`src/rtl/mem_arb_pkg.sv`:
```
// Shared types for the I-cache/D-cache block-memory arbiter: FSM encoding,
// requester identifiers and the block-width helper.
package mem_arb_pkg;

  typedef enum logic [1:0] {
    ST_IDLE = 2'd0,
    ST_GNT0 = 2'd1,
    ST_GNT1 = 2'd2
  } arb_state_e;

  localparam int unsigned NUM_REQ   = 2;
  localparam logic        REQ_ICACHE = 1'b0;
  localparam logic        REQ_DCACHE = 1'b1;

  localparam int unsigned BIT_W_DEF   = 32;
  localparam int unsigned BLOCK_W_DEF = BIT_W_DEF * 4;

  function automatic int unsigned block_w(input int unsigned bit_w);
    return bit_w * 4;
  endfunction

  function automatic arb_state_e gnt_state(input logic id);
    return (id == REQ_DCACHE) ? ST_GNT1 : ST_GNT0;
  endfunction

endpackage

```
`src/rtl/mem_req_arbiter_rr_arb2.sv`:
```
// Two-way round-robin pick. The pointer names the preferred requester and moves
// to the other side whenever the current owner completes a transaction.
module rr_arb2
  import mem_arb_pkg::*;
(
  input  logic       clk_i,
  input  logic       rst_n_i,
  input  logic [1:0] req_i,
  input  logic       done_i,
  input  logic       done_id_i,
  output logic [1:0] pick_o
);

  logic ptr_q, ptr_d;

  always_comb begin
    pick_o = 2'b00;
    unique case (req_i)
      2'b01:   pick_o = 2'b01;
      2'b10:   pick_o = 2'b10;
      2'b11:   pick_o = (ptr_q == REQ_DCACHE) ? 2'b10 : 2'b01;
      default: pick_o = 2'b00;
    endcase
  end

  always_comb begin
    ptr_d = ptr_q;
    if (done_i) ptr_d = ~done_id_i;
  end

  always_ff @(posedge clk_i or negedge rst_n_i) begin
    if (!rst_n_i) ptr_q <= REQ_ICACHE;
    else          ptr_q <= ptr_d;
  end

endmodule

```
`src/rtl/mem_req_arbiter.sv`:
```
// Shares one block-memory port between the I-cache (r0) and D-cache (r1).
// Registered one-hot grant, round-robin between owners, optional lock for a pair.
module mem_req_arbiter
  import mem_arb_pkg::*;
#(
  parameter int unsigned BIT_W  = 32,
  parameter int unsigned ADDR_W = 32
) (
  input  logic                    i_clk,
  input  logic                    i_rst_n,
  input  logic                    i_r0_cen,
  input  logic                    i_r0_wen,
  input  logic                    i_r0_lock,
  input  logic [ADDR_W-1:0]       i_r0_addr,
  input  logic [block_w(BIT_W)-1:0] i_r0_wdata,
  output logic                    o_r0_stall,
  input  logic                    i_r1_cen,
  input  logic                    i_r1_wen,
  input  logic                    i_r1_lock,
  input  logic [ADDR_W-1:0]       i_r1_addr,
  input  logic [block_w(BIT_W)-1:0] i_r1_wdata,
  output logic                    o_r1_stall,
  output logic [block_w(BIT_W)-1:0] o_rdata,
  output logic                    o_mem_cen,
  output logic                    o_mem_wen,
  output logic [ADDR_W-1:0]       o_mem_addr,
  output logic [block_w(BIT_W)-1:0] o_mem_wdata,
  input  logic [block_w(BIT_W)-1:0] i_mem_rdata,
  input  logic                    i_mem_stall,
  output logic [1:0]              o_grant
);

  localparam int unsigned BLOCK_W = block_w(BIT_W);

  arb_state_e         state_q, state_d;
  logic               locked_q, locked_d;
  logic               in_gnt, own, done;
  logic               cen_sel, wen_sel, lock_sel;
  logic [ADDR_W-1:0]  addr_sel;
  logic [BLOCK_W-1:0] wdata_sel;
  logic [1:0]         pick;

  // Owner-side request mux; the non-owner never reaches the memory port.
  always_comb begin
    in_gnt    = (state_q != ST_IDLE);
    own       = (state_q == ST_GNT1);
    cen_sel   = own ? i_r1_cen   : i_r0_cen;
    wen_sel   = own ? i_r1_wen   : i_r0_wen;
    lock_sel  = own ? i_r1_lock  : i_r0_lock;
    addr_sel  = own ? i_r1_addr  : i_r0_addr;
    wdata_sel = own ? i_r1_wdata : i_r0_wdata;
    done      = in_gnt && cen_sel && !i_mem_stall;
  end

  assign o_mem_cen   = in_gnt && cen_sel;
  assign o_mem_wen   = in_gnt && wen_sel;
  assign o_mem_addr  = in_gnt ? addr_sel  : '0;
  assign o_mem_wdata = in_gnt ? wdata_sel : '0;
  assign o_rdata     = i_mem_rdata;
  assign o_grant     = {state_q == ST_GNT1, state_q == ST_GNT0};

  assign o_r0_stall = i_r0_cen && !((state_q == ST_GNT0) && !i_mem_stall);
  assign o_r1_stall = i_r1_cen && !((state_q == ST_GNT1) && !i_mem_stall);

  rr_arb2 u_rr (
    .clk_i     (i_clk),
    .rst_n_i   (i_rst_n),
    .req_i     ({i_r1_cen, i_r0_cen}),
    .done_i    (done),
    .done_id_i (own),
    .pick_o    (pick)
  );

  // A lock is honoured once per grant, so the other side waits at most one
  // extra transaction. Dropping cen while granted (lock idle cycle or an
  // abandoned access) always returns to IDLE without moving the pointer.
  always_comb begin
    state_d  = state_q;
    locked_d = locked_q;
    unique case (state_q)
      ST_IDLE: begin
        locked_d = 1'b0;
        if (pick[0])      state_d = ST_GNT0;
        else if (pick[1]) state_d = ST_GNT1;
      end
      ST_GNT0, ST_GNT1: begin
        if (!cen_sel) begin
          state_d  = ST_IDLE;
          locked_d = 1'b0;
        end else if (done) begin
          if (lock_sel && !locked_q) begin
            locked_d = 1'b1;
          end else begin
            state_d  = ST_IDLE;
            locked_d = 1'b0;
          end
        end
      end
      default: begin
        state_d  = ST_IDLE;
        locked_d = 1'b0;
      end
    endcase
  end

  always_ff @(posedge i_clk or negedge i_rst_n) begin
    if (!i_rst_n) begin
      state_q  <= ST_IDLE;
      locked_q <= 1'b0;
    end else begin
      state_q  <= state_d;
      locked_q <= locked_d;
    end
  end

endmodule
```
`config.mk`:
```
export PLATFORM = sky130hd
export DESIGN_NAME = mem_req_arbiter
export DESIGN_NICKNAME = d
export VERILOG_FILES = /design/src/rtl/mem_arb_pkg.sv /design/src/rtl/mem_req_arbiter_rr_arb2.sv /design/src/rtl/mem_req_arbiter.sv
export SDC_FILE = /design/constraint.sdc
export NUM_CORES = 1
export LEC_CHECK = 0
export CORE_AREA = 2 2 290 292
export DETAILED_ROUTE_END_ITERATION = 8
export DIE_AREA = 0 0 292 294
export HOLD_SLACK_MARGIN = 0.02
export PLACE_DENSITY = 0.33
export SLEW_MARGIN = 20
export SYNTH_ARGS = -nofsm -noshare
export SYNTH_HDL_FRONTEND = slang
export SYNTH_HIERARCHICAL = 1
export SYNTH_SLANG_ARGS = --single-unit
```
`constraint.sdc`:
```
create_clock -name i_clk -period 5.9 [get_ports i_clk]
set_clock_uncertainty 0.2 [all_clocks]
set_input_delay 1.77 -clock i_clk [delete_from_list [all_inputs] [get_ports i_clk]]
set_output_delay 1.77 -clock i_clk [all_outputs]
set_load 0.05 [all_outputs]
```
=== Yosys cells after proc, flatten, opt, wreduce, memory -nomap -nowiden ===
Index checks and enable logic that the tools add are counted.

* Equal/unequal tests: 8
* Muxes and demuxes: 19
* Reduce and logical (&&, ||, !) cells: 16
* Bitwise logic cells: 1

{| class="wikitable"
|+ Operator list
! operator !! count
|-
| 2-to-1 mux 128 bit || 2
|-
| 2-to-1 mux 32 bit || 2
|-
| 2-to-1 mux 2 bit || 6
|-
| != test 3 bit (second input constant) || 3
|-
| logical AND 1 bit || 8
|-
| 2-to-1 mux 1 bit || 7
|-
| equality test 2 bit (second input constant) || 3
|-
| one-hot mux 2 bit (3 select lines) || 1
|-
| equality test 2 x 1 -> 1 bit (second input constant) || 2
|-
| logical NOT 1 bit || 4
|-
| one-hot mux 2 bit (2 select lines) || 1
|-
| AND reduction 3 bit || 1
|-
| logical NOT 2 bit || 1
|-
| nonzero test 2 bit || 1
|-
| OR reduction 2 bit || 1
|-
| NOT 1 bit || 1
|}

* Output and inout bits: 294
* Register bits after elaboration: 4
* Logic and storage cells: 47

=== Longest topological paths before layout ===
Gate-level depths: netlist of run 1.

* Word-level depth: 7
* Gate-level depth with buffers: 7
* Mapped depth without buffers: 6

=== Hierarchy ===
Netlist of run 1, hierarchy kept.

{| class="wikitable"
|+ Modules (own cells, without submodules)
! module !! area an instance (µm²) !! cells an instance !! seq. area each (µm²) !! times used
|-
| mem_req_arbiter || 3662.3 || 516 || 75.1 || 1
|-
| rr_arb2 || 52.6 || 6 || 25.0 || 1
|}

=== Worst setup path after synthesis of run 1 ===
OpenSTA, ideal clock, no wires.

* Kind: input to output
* From: in i_mem_stall
* To: out o_r0_stall
* Arrival: 2.934 ns
* Data required time: 3.930 ns
* Stages: 2
* Path buffers: 0
* Setup slack: 0.996 ns
* Path through: inv_1 a21boi_0

* Word-level cells in the longest chain between the ends: 4

{| class="wikitable"
|+ Ends and longest elaborated chain
! item !! line !! text
|-
| start: declaration || mem_req_arbiter.sv:29 || <nowiki>input logic i_mem_stall,</nowiki>
|-
| logical NOT 1 bit || mem_req_arbiter.sv:62 || <nowiki>assign o_r0_stall = i_r0_cen && !((state_q == ST_GNT0) && !i_mem_stall);</nowiki>
|-
| logical AND 1 bit || mem_req_arbiter.sv:62 ||
|-
| logical NOT 1 bit || mem_req_arbiter.sv:62 ||
|-
| logical AND 1 bit || mem_req_arbiter.sv:62 ||
|-
| end: declaration || mem_req_arbiter.sv:16 || <nowiki>output logic o_r0_stall,</nowiki>
|}

Every way passes these cells.

=== Worst setup path after layout of run 1 ===
* From: in i_r1_wdata[113]
* To: out o_mem_wdata[113]

* Word-level cells in the longest chain between the ends: 2

{| class="wikitable"
|+ Ends and longest elaborated chain
! item !! line !! text
|-
| start: declaration || mem_req_arbiter.sv:21 || <nowiki>input logic [block_w(BIT_W)-1:0] i_r1_wdata,</nowiki>
|-
| 2-to-1 mux 128 bit || mem_req_arbiter.sv:51 || <nowiki>wdata_sel = own ? i_r1_wdata : i_r0_wdata;</nowiki>
|-
| 2-to-1 mux 128 bit || mem_req_arbiter.sv:58 || <nowiki>assign o_mem_wdata = in_gnt ? wdata_sel : '0;</nowiki>
|-
| end: declaration || mem_req_arbiter.sv:27 || <nowiki>output logic [block_w(BIT_W)-1:0] o_mem_wdata,</nowiki>
|}

Every way passes these cells.

==> impl_metrics.ini, run 1 <==
[global_route]
grt_use_total = 0.07064
grt_pass1_vias = 5469
antenna_found_initial = 4
grt_pass1_wl_mm = 43.05
grt_max_degree = 57
grt-ovfl-total = 0

[route]
drt_iter0_drc = 108
totalWireLength_mm = 32.66
num_vias = 5015
drc_errors = 0
ant_nets = 0
wl_per_cell_um = 16.67
viasPerCell = 2.560
detail_route.first_pass.iterations = 4

[yosys]
yosysTopAreaCell = mux2i_1
yosys_warnings = 6
yosys-top-cells-area = mux2i_1 44%, buf_4 26%, nor2_1 17%, buf_6 2.7%, dfrtp_1 2.7%
yosysUniqueCellTypes = 20
synth_fp_nets = 983
syn_area_mm2 = 0.003715
synth_top_area_frac = 0.4392
ys_ff_latch = 4
seq_area_frac_synth = 0.02695
synth.avg_cell_area_um2 = 7.117
synth_cells = 522

[sta]
final_max_slew_viol_count = 0
worstMarginPinSlew_ns = 0.6182
hold_ws_ns = 0.3517
tns_ns = 0
min_period_ns = 5.398
setup_violations = 0
finalCritPeriodShare = 0.9149
fmax_mhz = 185.3
worst_slack_ns = 0.5020
hold_viol_final = 0
relSlewSlack = 0.5866
rsz0062_at_grt = no

[clock_network]
cts_tree = yes
numCtsBuffers = 3
clockBufferDepth = 2
cts_htree_levels = 1
clk_latency_ns = 0.22
cts.sinks = 4
cts_setup_buffers = 0
cts-root-buf = clkbuf_16
cts.repair.resized = 0
hold_buffers = 0
cts.reportedPaths.clkPinSlew_ns = 0.03

[die]
fp.coreArea_mm2 = 0.08289
dieHeight_um = 294
num_rows = 106
die_area_mm2 = 0.08585
start_util = 0.04482
io_pins = 751
fp.dieW_um = 292

[power_and_ir_drop]
ir_worst_vdd_mv = 0.1743
power.density_mw_per_mm2 = 451.5
leakage_nw = 3.087
p_int_mw = 1.466
pwr-share-clk = 0.026
finalPower_mw = 4.094
switchingPower_mw = 2.628
p_comb_frac = 0.963
power_frac_seq = 0.011
sw_frac_of_total = 0.6419

[worst_setup_path]
end_kind = primary output
cp-start-kind = input port
arrival_ns = 3.43
cp.required_ns = 3.93
reg2reg_depth = 6
cp_max_fo = 1
path_class = in -> out

[finish]
finalInstanceArea_mm2 = 0.009069
layout_commonest_cell = clkdlybuf4s50_1
areaGrowthSynthToFinish_pct = 144.1
final_nets = 1342
fillers = 9599
stdcell_count = 1959
fin_util = 0.1094
mostFrequentLayoutCells = 458 x clkdlybuf4s50_1, 166 x nor2_1, 163 x mux2i_1
antenna_cells = 0
drive_above_1_share = 0.07509

[place]
hpwl_mm = 29.30
dp_cells = 1956
place_congestion = 0.7407
io_buffers = 494
dpl_cell_area_mm2 = 0.008994
pre_cts_ws_ns = 0.4654

[min_path]
min_path_type = reg -> reg
holdPathStages = 3

[run]
cap_violations = 0

[status]
status = completed
## critical path: stages
cell	delay, ns
clkdlybuf4s50_1	0.45
mux2i_1	0.06
nor2_1	0.27
clkdlybuf4s50_1	0.87
## worst paths after layout
| path | from | to | slack (ns) |
|---|---|---|---|
| min | locked_q | locked_q | 0.35 |
| max | i_r1_wdata[113] | o_mem_wdata[113] | 0.50 |
| min in group asynchronous | i_rst_n | locked_q | 1.56 |
| min reg2reg | locked_q | locked_q | 0.35 |
| max reg2reg | state_q[0] | state_q[0] | 3.64 |
| max in group asynchronous | i_rst_n | state_q[0] | 3.77 |
## routing by layer
metal	vias to the layer above	GRT usage	wire, µm
met1	2177	0.06992	11240
met4	4	0.02628	1360
li1	2298	-	-
met2	491	0.1276	15700
met5	-	0	27
met3	45	0.03384	4323
## flip-flops by register name (all words and copies together), names as in the netlist
register	count
locked_q	1
state_q	2
u_rr/ptr_q	1
## power groups by stage
stage / clock network, mW / registers [mW] / logic (mW)
finish: 0.104 / 0.0458 / 3.94
global route: 0.108 / 0.0475 / 4.14
CTS: 0.106 / 0.0459 / 4.02
detailed placement: 0 / 0.0460 / 4.01
global placement: 0 / 0.0461 / 4.03
floorplan: 0 / 0.0428 / 2.73
## area by class of cell
cell class                 instances  area [µm²]  share of cell area
clock buffer                       3       75.07            0.008278
sequential                         4       100.1             0.01104
inverter                           4       15.01            0.001656
multi-input combinational        349        2435              0.2685
timing repair buffer             519        5092              0.5615
tap                             1080        1351              0.1490
## synth_stat cells
master	number
a21oi_1	3
nor2_1	166
buf_1	4
a22o_1	1
a21boi_1	1
ha_1	4
o21a_1	1
nand2b_1	2
nor3_1	1
buf_2	9
o2bb2ai_1	2
buf_6	9
a21boi_0	3
inv_1	4
buf_4	131
clkbuf_1	12
nand2_1	1
mux2i_1	163
o21ai_0	1
dfrtp_1	4
## kinds of logic (layout without fill, tap and decap cells)
group	count (synthesis)	after routing	share of synthesized area
AO/OA/AOI/OAI	12	12	0.02257
buffers and inverters	169	526	0.3243
AND/OR/NAND/NOR	170	170	0.1735
flip-flops	4	4	0.02695
adder cells (fa/ha/maj)	4	4	0.01347
multiplexers	163	163	0.4392
No activity file was read; power rests on OpenSTA's default activity.
==> run 2: changes to the inputs <==
--- a/config.mk
+++ b/config.mk
@@ -8,6 +8,7 @@
 export CORE_AREA = 2 2 290 292
 export DETAILED_ROUTE_END_ITERATION = 8
 export DIE_AREA = 0 0 292 294
+export GPL_ROUTABILITY_DRIVEN = 0
 export HOLD_SLACK_MARGIN = 0.02
 export PLACE_DENSITY = 0.33
 export SLEW_MARGIN = 20
==> results of run 2 <==
Final layout, timing and power as in run 1 (identical DEF).
==> run 3: changes to the inputs <==
--- a/config.mk
+++ b/config.mk
@@ -6,11 +6,13 @@
 export NUM_CORES = 1
 export LEC_CHECK = 0
 export CORE_AREA = 2 2 290 292
+export CTS_BUF_LIST = sky130_fd_sc_hd__clkbuf_8 sky130_fd_sc_hd__clkbuf_16
 export DETAILED_ROUTE_END_ITERATION = 8
 export DIE_AREA = 0 0 292 294
 export GPL_ROUTABILITY_DRIVEN = 0
 export HOLD_SLACK_MARGIN = 0.02
 export PLACE_DENSITY = 0.33
+export SKIP_LAST_GASP = 1
 export SLEW_MARGIN = 20
 export SYNTH_ARGS = -nofsm -noshare
 export SYNTH_HDL_FRONTEND = slang
==> results of run 3 <==
Final layout, timing and power as in run 1 (identical DEF).
